File: src/rtl/ahb_arbiter_if.sv
// Arbiter-facing AHB signal bundle: request/lock inputs, muxed bus status,
// and the grant/ownership outputs. The arbiter connects through the master
// modport because it drives the grant side; the fabric uses the slave modport.
interface ahb_arbiter_if #(
  parameter int unsigned NUM_MST = 4
) ();
  logic [NUM_MST-1:0] hbusreq;
  logic [NUM_MST-1:0] hlock;
  logic [1:0]         htrans;
  logic [2:0]         hburst;
  logic               hready;
  logic [1:0]         hresp;
  logic [NUM_MST-1:0] hsplit;
  logic [NUM_MST-1:0] hgrant;
  logic [3:0]         hmaster;
  logic [3:0]         hmaster_d;
  logic               hmastlock;
  logic [NUM_MST-1:0] split_mask;

  modport master (
    input  hbusreq, hlock, htrans, hburst, hready, hresp, hsplit,
    output hgrant, hmaster, hmaster_d, hmastlock, split_mask
  );

  modport slave (
    output hbusreq, hlock, htrans, hburst, hready, hresp, hsplit,
    input  hgrant, hmaster, hmaster_d, hmastlock, split_mask
  );
endinterface

File: src/rtl/ahb_arbiter.sv
// AHB 2.0 round-robin bus arbiter. Grants only at burst/lock boundaries or on
// a SPLIT response, masks split masters until their HSPLIT release, and tracks
// address- and data-phase ownership.
module ahb_arbiter #(
  parameter int unsigned NUM_MST     = 4,
  parameter int unsigned DEFAULT_MST = 0
) (
  input logic           i_hclk,
  input logic           i_hreset_n,
  ahb_arbiter_if.master bus
);
  localparam logic [1:0] TransIdle   = 2'd0;
  localparam logic [1:0] TransBusy   = 2'd1;
  localparam logic [1:0] TransNonseq = 2'd2;
  localparam logic [1:0] TransSeq    = 2'd3;
  localparam logic [2:0] BurstIncr   = 3'd1;
  localparam logic [1:0] RespSplit   = 2'd3;

  localparam logic [3:0]         DefIdx   = 4'(DEFAULT_MST);
  localparam logic [NUM_MST-1:0] DefGrant = {{(NUM_MST-1){1'b0}}, 1'b1} << DEFAULT_MST;

  logic [NUM_MST-1:0] grant_q;
  logic [3:0]         hmaster_q;
  logic [3:0]         hmaster_d_q;
  logic               hmastlock_q;
  logic [NUM_MST-1:0] mask_q;
  logic [4:0]         rem_q;
  logic [3:0]         ptr_q;

  logic [4:0]         burst_len;
  logic [15:0]        hlock_pad;
  logic               arb_ok;
  logic               split_pt;
  logic [15:0]        split_set;
  logic [NUM_MST-1:0] mask_next;
  logic [15:0]        eligible_pad;
  logic [3:0]         winner;
  logic               found;
  logic [4:0]         cand;
  logic [15:0]        winner_oh;
  logic [3:0]         grant_idx;

  // Burst length implied by HBURST; SINGLE and undefined-length INCR count as 1.
  always_comb begin
    case (bus.hburst)
      3'd2, 3'd3: burst_len = 5'd4;
      3'd4, 3'd5: burst_len = 5'd8;
      3'd6, 3'd7: burst_len = 5'd16;
      default:    burst_len = 5'd1;
    endcase
  end

  assign hlock_pad = 16'(bus.hlock);
  assign split_pt  = !bus.hready && (bus.hresp == RespSplit);

  // Arbitration point: transfer boundary with no lock held or requested.
  always_comb begin
    arb_ok = bus.hready && !(hmastlock_q || hlock_pad[hmaster_q]) &&
             ((bus.htrans == TransIdle) ||
              ((bus.htrans == TransNonseq) && (burst_len == 5'd1)) ||
              ((bus.htrans == TransSeq) && (rem_q == 5'd1)) ||
              ((bus.hburst == BurstIncr) && (bus.htrans != TransBusy)));
  end

  // Next split mask; a set from this cycle's SPLIT overrides a same-bit release.
  always_comb begin
    split_set = '0;
    if (split_pt) split_set[hmaster_d_q] = 1'b1;
    mask_next = (mask_q & ~bus.hsplit) | split_set[NUM_MST-1:0];
  end

  // Round-robin search starting one past the pointer, falling back to the default master.
  always_comb begin
    eligible_pad = 16'(bus.hbusreq & ~mask_next);
    winner       = DefIdx;
    found        = 1'b0;
    cand         = '0;
    for (int k = 1; k <= int'(NUM_MST); k++) begin
      cand = 5'(ptr_q) + 5'(k);
      if (cand >= 5'(NUM_MST)) cand = cand - 5'(NUM_MST);
      if (!found && eligible_pad[cand[3:0]]) begin
        found  = 1'b1;
        winner = cand[3:0];
      end
    end
    winner_oh = 16'b1 << winner;
  end

  // Index of the currently granted master.
  always_comb begin
    grant_idx = '0;
    for (int i = 0; i < int'(NUM_MST); i++) begin
      if (grant_q[i]) grant_idx = 4'(i);
    end
  end

  // Remaining-beat counter for fixed-length bursts.
  always_ff @(posedge i_hclk or negedge i_hreset_n) begin
    if (!i_hreset_n) begin
      rem_q <= '0;
    end else if (bus.hready) begin
      if (bus.htrans == TransNonseq) begin
        rem_q <= burst_len - 5'd1;
      end else if ((bus.htrans == TransSeq) && (rem_q != 5'd0)) begin
        rem_q <= rem_q - 5'd1;
      end
    end
  end

  // Grant and round-robin pointer; pointer only moves on a genuine winner.
  always_ff @(posedge i_hclk or negedge i_hreset_n) begin
    if (!i_hreset_n) begin
      grant_q <= DefGrant;
      ptr_q   <= DefIdx;
    end else if (arb_ok || split_pt) begin
      grant_q <= winner_oh[NUM_MST-1:0];
      if (found) ptr_q <= winner;
    end
  end

  // Address/data-phase ownership follows the grant one HREADY later.
  always_ff @(posedge i_hclk or negedge i_hreset_n) begin
    if (!i_hreset_n) begin
      hmaster_q   <= DefIdx;
      hmaster_d_q <= DefIdx;
      hmastlock_q <= 1'b0;
    end else if (bus.hready) begin
      hmaster_q   <= grant_idx;
      hmaster_d_q <= hmaster_q;
      hmastlock_q <= hlock_pad[grant_idx];
    end
  end

  // Split mask register.
  always_ff @(posedge i_hclk or negedge i_hreset_n) begin
    if (!i_hreset_n) begin
      mask_q <= '0;
    end else begin
      mask_q <= mask_next;
    end
  end

  assign bus.hgrant     = grant_q;
  assign bus.hmaster    = hmaster_q;
  assign bus.hmaster_d  = hmaster_d_q;
  assign bus.hmastlock  = hmastlock_q;
  assign bus.split_mask = mask_q;
endmodule

File: src/flat_wrapper.sv
// flat-port wrapper written by rule: the top's interface ports become plain ports
module ahb_arbiter_flat 
#(
  parameter int unsigned NUM_MST     = 4,
  parameter int unsigned DEFAULT_MST = 0
)
  (i_hclk, i_hreset_n, bus_hbusreq, bus_hlock, bus_htrans, bus_hburst, bus_hready, bus_hresp, bus_hsplit, bus_hgrant, bus_hmaster, bus_hmaster_d, bus_hmastlock, bus_split_mask);
  ahb_arbiter_if #(.NUM_MST(NUM_MST)) bus_i ();
  input logic i_hclk;
  input logic i_hreset_n;
  input wire logic [$bits(bus_i.hbusreq)-1:0] bus_hbusreq;
  input wire logic [$bits(bus_i.hlock)-1:0] bus_hlock;
  input wire logic [$bits(bus_i.htrans)-1:0] bus_htrans;
  input wire logic [$bits(bus_i.hburst)-1:0] bus_hburst;
  input wire logic [$bits(bus_i.hready)-1:0] bus_hready;
  input wire logic [$bits(bus_i.hresp)-1:0] bus_hresp;
  input wire logic [$bits(bus_i.hsplit)-1:0] bus_hsplit;
  output wire logic [$bits(bus_i.hgrant)-1:0] bus_hgrant;
  output wire logic [$bits(bus_i.hmaster)-1:0] bus_hmaster;
  output wire logic [$bits(bus_i.hmaster_d)-1:0] bus_hmaster_d;
  output wire logic [$bits(bus_i.hmastlock)-1:0] bus_hmastlock;
  output wire logic [$bits(bus_i.split_mask)-1:0] bus_split_mask;
  assign bus_i.hbusreq = bus_hbusreq;
  assign bus_i.hlock = bus_hlock;
  assign bus_i.htrans = bus_htrans;
  assign bus_i.hburst = bus_hburst;
  assign bus_i.hready = bus_hready;
  assign bus_i.hresp = bus_hresp;
  assign bus_i.hsplit = bus_hsplit;
  assign bus_hgrant = bus_i.hgrant;
  assign bus_hmaster = bus_i.hmaster;
  assign bus_hmaster_d = bus_i.hmaster_d;
  assign bus_hmastlock = bus_i.hmastlock;
  assign bus_split_mask = bus_i.split_mask;
  ahb_arbiter #(.NUM_MST(NUM_MST), .DEFAULT_MST(DEFAULT_MST)) u_core (.i_hclk(i_hclk), .i_hreset_n(i_hreset_n), .bus(bus_i));
endmodule
File: config.mk
export PLATFORM = sky130hd
export DESIGN_NAME = ahb_arbiter_flat
export DESIGN_NICKNAME = d
export VERILOG_FILES = /design/src/rtl/ahb_arbiter_if.sv /design/src/rtl/ahb_arbiter.sv /design/src/flat_wrapper.sv
export SDC_FILE = /design/constraint.sdc
export NUM_CORES = 1
export LEC_CHECK = 0
export ABC_AREA = 0
export CORE_UTILIZATION = 30
export CTS_CLUSTER_DIAMETER = 40
export CTS_CLUSTER_SIZE = 28
export DETAILED_ROUTE_END_ITERATION = 6
export HOLD_SLACK_MARGIN = 0.05
export MAX_ROUTING_LAYER = met4
export PLACE_DENSITY = 0.6
export SLEW_MARGIN = 40
export SYNTH_ARGS = -nofsm -noshare
export SYNTH_HDL_FRONTEND = slang
export SYNTH_SLANG_ARGS = --single-unit
File: constraint.sdc
create_clock -name i_hclk -period 6.5 [get_ports i_hclk]
set_clock_uncertainty 0.2 [all_clocks]
set_input_delay 1.3 -clock i_hclk [delete_from_list [all_inputs] [get_ports i_hclk]]
set_output_delay 1.3 -clock i_hclk [all_outputs]
set_load 0.01 [all_outputs]
* Word-level counts from Yosys, hierarchy flattened
Index checks and enable logic that the tools add are counted.
Word-level totals: word-level logic and storage cells 110, output and inout port bits 17, bits in registers 26
Cells by class: shift operators 1, $lt $le $gt $ge 12, bitwise logic cells 5, equality and inequality tests 13, reduce and logical (&&, ||, !) cells 29, $add $sub $neg 10, mux-type cells 33
Operators by type and width (number):
- 4-bit two-way mux | 9
- 4-bit by 5-bit less-than comparator with 1-bit output, second input constant | 6
- 1-bit binary-select mux with 4-bit select | 6
- 5-bit by 3-bit >= comparator with 1-bit output, second input constant | 4
- 4-bit by 16-bit bitwise AND with 16-bit output | 1
- 4-bit inverter with 16-bit output | 1
- 4-bit by 3-bit subtractor with 4-bit output, second input constant | 4
- 5-bit case mux with 3 select lines | 1
- 3-bit == test, second input constant | 4
- 1-bit two-way mux | 12
- 1-bit logical AND | 11
- 4-bit by 2-bit adder with 5-bit output, second input constant | 2
- 5-bit by 1-bit == test with 1-bit output, second input constant | 2
- 5-bit two-way mux | 2
- 5-bit by 1-bit subtractor with 5-bit output, second input constant | 2
- 2-bit == test, second input constant | 3
- 3-bit by 2-bit == test with 1-bit output, second input constant | 2
- 2-bit OR reduction | 3
- 4-bit by 1-bit adder with 5-bit output, second input constant | 1
- 4-bit by 3-bit adder with 5-bit output, second input constant | 1
- 1-bit zero test | 5
- 1-bit logical OR | 5
- 2-bit by 5-bit less-than comparator with 1-bit output, second input constant | 1
- 5-bit nonzero test | 1
- 12 further kinds | 14

* Longest topological paths before layout
word-level depth 21, mapped depth 12

* Worst setup path after synthesis
Ideal clock, no wire load.
kind input port to flip-flop, start input bus_hready, end register u_core.grant_q[3], in the netlist u_core.bus.hgrant[3], buffers on the path 0, arrival time 2.970 ns, setup time 0.096 ns, stages on the path 7, path slack 3.234 ns, data required time 6.204 ns, cells stage by stage nand4b_1 o211ai_1 mux4_2 a311oi_2 o31a_1 o22a_2 o31ai_1
On the way: longest elaborated chain between the ends 19
Ends and longest elaborated chain:
- start, declared | RTL line flat_wrapper.sv:15 | input wire logic [$bits(bus_i.hready)-1:0] bus_hready;
- 1-bit zero test | RTL line ahb_arbiter.sv:54 | assign split_pt = !bus.hready && (bus.hresp == RespSplit);
- 1-bit logical AND | RTL line ahb_arbiter.sv:54
- 4-bit two-way mux | RTL line ahb_arbiter.sv:68 | if (split_pt) split_set[hmaster_d_q] = 1'b1;
- 4-bit OR | RTL line ahb_arbiter.sv:69 | mask_next = (mask_q & ~bus.hsplit) | split_set[NUM_MST-1:0];
- 4-bit inverter with 16-bit output | RTL line ahb_arbiter.sv:74 | eligible_pad = 16'(bus.hbusreq & ~mask_next);
- 4-bit by 16-bit bitwise AND with 16-bit output | RTL line ahb_arbiter.sv:74
- 1-bit binary-select mux with 4-bit select | RTL line ahb_arbiter.sv:81 | if (!found && eligible_pad[cand[3:0]]) begin
- 1-bit two-way mux (not written as such) | RTL line ahb_arbiter.sv:81
- (+3 left out)
- 1-bit two-way mux | RTL line ahb_arbiter.sv:81
- 1-bit zero test | RTL line ahb_arbiter.sv:81
- 1-bit logical AND | RTL line ahb_arbiter.sv:81
- 1-bit two-way mux | RTL line ahb_arbiter.sv:81
- 1-bit zero test | RTL line ahb_arbiter.sv:81
- 1-bit logical AND | RTL line ahb_arbiter.sv:81
- 4-bit two-way mux | RTL line ahb_arbiter.sv:81
- 1-bit by 4-bit left shift with 4-bit output | RTL line ahb_arbiter.sv:86 | winner_oh = 16'b1 << winner;
- end signal, assigned | RTL line ahb_arbiter.sv:113 | grant_q <= DefGrant;
- end signal, assigned | RTL line ahb_arbiter.sv:116 | grant_q <= winner_oh[NUM_MST-1:0];
- end, declared | RTL line ahb_arbiter.sv:22 | logic [NUM_MST-1:0] grant_q;
Several ways; a longest one is shown, not always the timed one. The select of a mux whose other input is x is not followed. A chain may end at the register's enable or synchronous reset.

* Final worst setup path
Ends and elaborated chain as after synthesis.

==> summary.txt <==
Run status
  • Status: completed

Routing
  • Drt total wl: 4180 um
  • Post-DRT Antenna Nets: 0
  • Vias: 1,641
  • Drt pass-1 iters: 4
  • DRC Markers: 0
  • DR WL/cell: 13.4 um
  • Via/cell ratio: 5.24
  • Initial DRC count: 79

Timing
  • TNS Setup: 0 ns
  • Final Hold Viols: 0
  • Final Setup Violations: 0
  • Achievable Freq: 243 MHz
  • Max-slew violation count: 0
  • Final Cycle Share: 63.2%
  • Slew @ Worst Pin: 0.666 ns
  • RSZ-0062 raised after global routing: false
  • Slew margin rel.: 55.4%
  • Period minus WS final: 4.11 ns

Finish
  • Filler cells: 618
  • Area of the multi-input gates: 0.00121 mm^2
  • FF/Latch Area: 552 um^2
  • N_diodes: 0
  • Share of layout cells above drive strength 1: 10.1%
  • Area Growth Syn to Fin: 23.8%
  • Fin nets: 278
  • Fin util: 38.7%

Synthesis
  • Ys flop type: dfrtp_1
  • Count of cell types in the netlist: 53
  • Synth async-reset ratio: 100%
  • Post-Syn Instances: 205
  • Mapped cell area: 0.00186 mm^2
  • Syn avg cell area: 9.09 um^2
  • Ys Warns: 0
  • Post-synthesis sequential area ratio: 29.6%
  • Post-synth EDFFs: 0
  • Yosys reg bits: 22

Die
  • Site Rows: 28
  • Die area: 0.00653 mm^2
  • Die width: 80.8 um
  • Placeable Area: 0.00596 mm^2
  • I/O Pins: 39
  • Initial cell density of the core: 31.3%
  • DIE HEIGHT: 80.8 um

Clock tree
  • Clock sinks: 22
  • Number of CTS-inserted buffers: 3
  • CTS tree: done
  • Setup Buffers After CTS: 0
  • Clock Latency Late Sink: 0.27 ns
  • Clk slew on worst S/H paths: 0.09 ns
  • CTS hold repair buffers: 0
  • Clock root buffer: clkbuf_8
  • # resized after CTS: 0
  • Clk buf depth: 2
  • Number of H-tree levels: 1

Job
  • Max-cap violations: 0

Critical path
  • Startpoint class of the critical path: primary input
  • CP arrival: 4.07 ns
  • Critical Path Sink Type: flop
  • Crit-path max FO: 15
  • R2R depth: 11
  • Crit Path Category: in2reg
  • Data required time of the critical path: 6.46 ns

Pwr
  • Power Total: 0.881 mW
  • Leak: 0.946 nW
  • Worst VDD drop: 0.222 mV
  • Pwr dens: 382 mW/mm^2

Min path
  • Class of the worst hold path: reg2reg
  • WHS Path Cells: 2

Placed design
  • Detailed placement HPWL: 3140 um
  • Final GP Congestion: 0.884
  • PortBufs: 34

GRT
  • Pin count of the biggest net entering global routing: 23
  • Number of global-route vias before repair: 1,535
  • Total gr overflow: 0
  • First-pass GRT wire length: 7110 um
  • Initial antenna violation count: 0
  • GRT Util Overall: 14.2%
==> cells in the mapped netlist (5+ instances only) <==
library cell  count  area (um^2)
nor2_1           22         82.6
dfrtp_1          21          526
ha_1             17          213
inv_1            14         52.6
o21ai_0          14         70.1
a21oi_1          12         60.1
nand2_1           9         33.8
nand2b_1          8         50.1
a31oi_1           5         31.3
mux2_2            5         56.3
nand3_1           5         25.0
o22ai_1           5         31.3
==> path summary, 6_finish.rpt <==
| kind | startpoint | endpoint | slack [ns] |
|---|---|---|---|
| hold reg to reg | u_core.bus.split_mask[1] | u_core.bus.split_mask[1] | 0.33 |
| max in group asynchronous | i_hreset_n | u_core.bus.hgrant[0] | 4.94 |
| min in group asynchronous | i_hreset_n | u_core.ptr_q[0] | 0.79 |
| setup / recovery | bus_hready | u_core.bus.hgrant[3] | 2.39 |
| setup reg to reg | u_core.ptr_q[1] | u_core.ptr_q[1] | 2.92 |
| hold / removal | u_core.bus.split_mask[1] | u_core.bus.split_mask[1] | 0.33 |
==> sequential cells by signal (all words and copies together) (netlist names) <==
name	flops
u_core.bus.split_mask	4
u_core.bus.hmaster_d	2
u_core.bus.hgrant	4
u_core.ptr_q	4
u_core.bus.hmaster	2
u_core.bus.hmastlock	1
u_core.rem_q	5
==> per-stage QoR <==
stage               worst slack [ns]  cells  cell area [um^2]  hold slack, ns
global placement                2.22    309              2260           0.321
floorplan                       3.23    208              1870           0.299
CTS                             2.38    313              2310           0.340
finish                          2.39    313              2310           0.334
global route                    2.16    313              2310           0.366
detailed placement              2.15    309              2250           0.317
==> per-layer routing <==
| metal | track usage, % | part of all wire, % |
|---|---|---|
| met3 | 2.36 | 3.0 |
| met2 | 22.3 | 46 |
| met4 | 3.21 | 0.60 |
| met5 | - | 0 |
| met1 | 19.2 | 50 |
==> cells by family (layout without fill, tap and decap cells) <==
kind of cell | count (synthesis) | count (layout) | share of synthesized area (%)
AOI/OAI and AO/OA | 64 | 64 | 24.2
and+or+nand+nor | 63 | 63 | 18.0
buffers and inverters | 23 | 53 | 5.84
DFF | 22 | 22 | 29.6
adders and majority gates | 17 | 17 | 11.4
muxes | 10 | 10 | 8.39
xor gates and xnor gates | 5 | 5 | 2.35
other | 1 | 4 | 0.201
==> cells in the final DEF (no fill, tap or decap), types with 2 or more instances in the layout <==
master / n
a22oi_1: 3
nand3_1: 5
xor2_1: 2
o31a_1: 2
clkdlybuf4s50_1: 33
nor2_1: 22
ha_1: 17
a31o_1: 2
a2111oi_0: 2
o22ai_1: 5
mux4_2: 4
o31ai_1: 2
xnor2_1: 3
dfrtp_1: 21
conb_1: 4
o211ai_1: 4
nor2b_1: 2
a31oi_1: 5
o21ai_0: 14
o2111ai_1: 2
nor3_1: 4
a21oi_1: 12
mux2_2: 5
inv_1: 14
clkbuf_8: 4
and2_1: 3
nand2b_1: 8
nand2_1: 9
==> worst max-delay path, cell delays in order <==
cell and delay [ns]:
clkdlybuf4s50_1 0.76, nand4b_1 0.27, o211ai_1 0.20, mux4_2 0.50, a311oi_2 0.37, a21boi_0 0.18, o22a_2 0.26, o31ai_1 0.23
==> area by class of cell <==
cell class | instances | area share, %
clock buffers | 4 | 2.39
inverters | 15 | 2.44
multi-input cells | 163 | 52.6
flip-flops and latches | 22 | 23.9
well taps | 75 | 4.07
repair buffers | 34 | 14.5
==> power breakdown <==
part	total, mW	leakage, nW	switching [mW]	internal (mW)
Sequential	0.247	0.277	0.0655	0.181
Combinational	0.534	0.641	0.270	0.265
Clock	0.0994	0.0288	0.0454	0.0540
(Power assumes the default switching activity.)
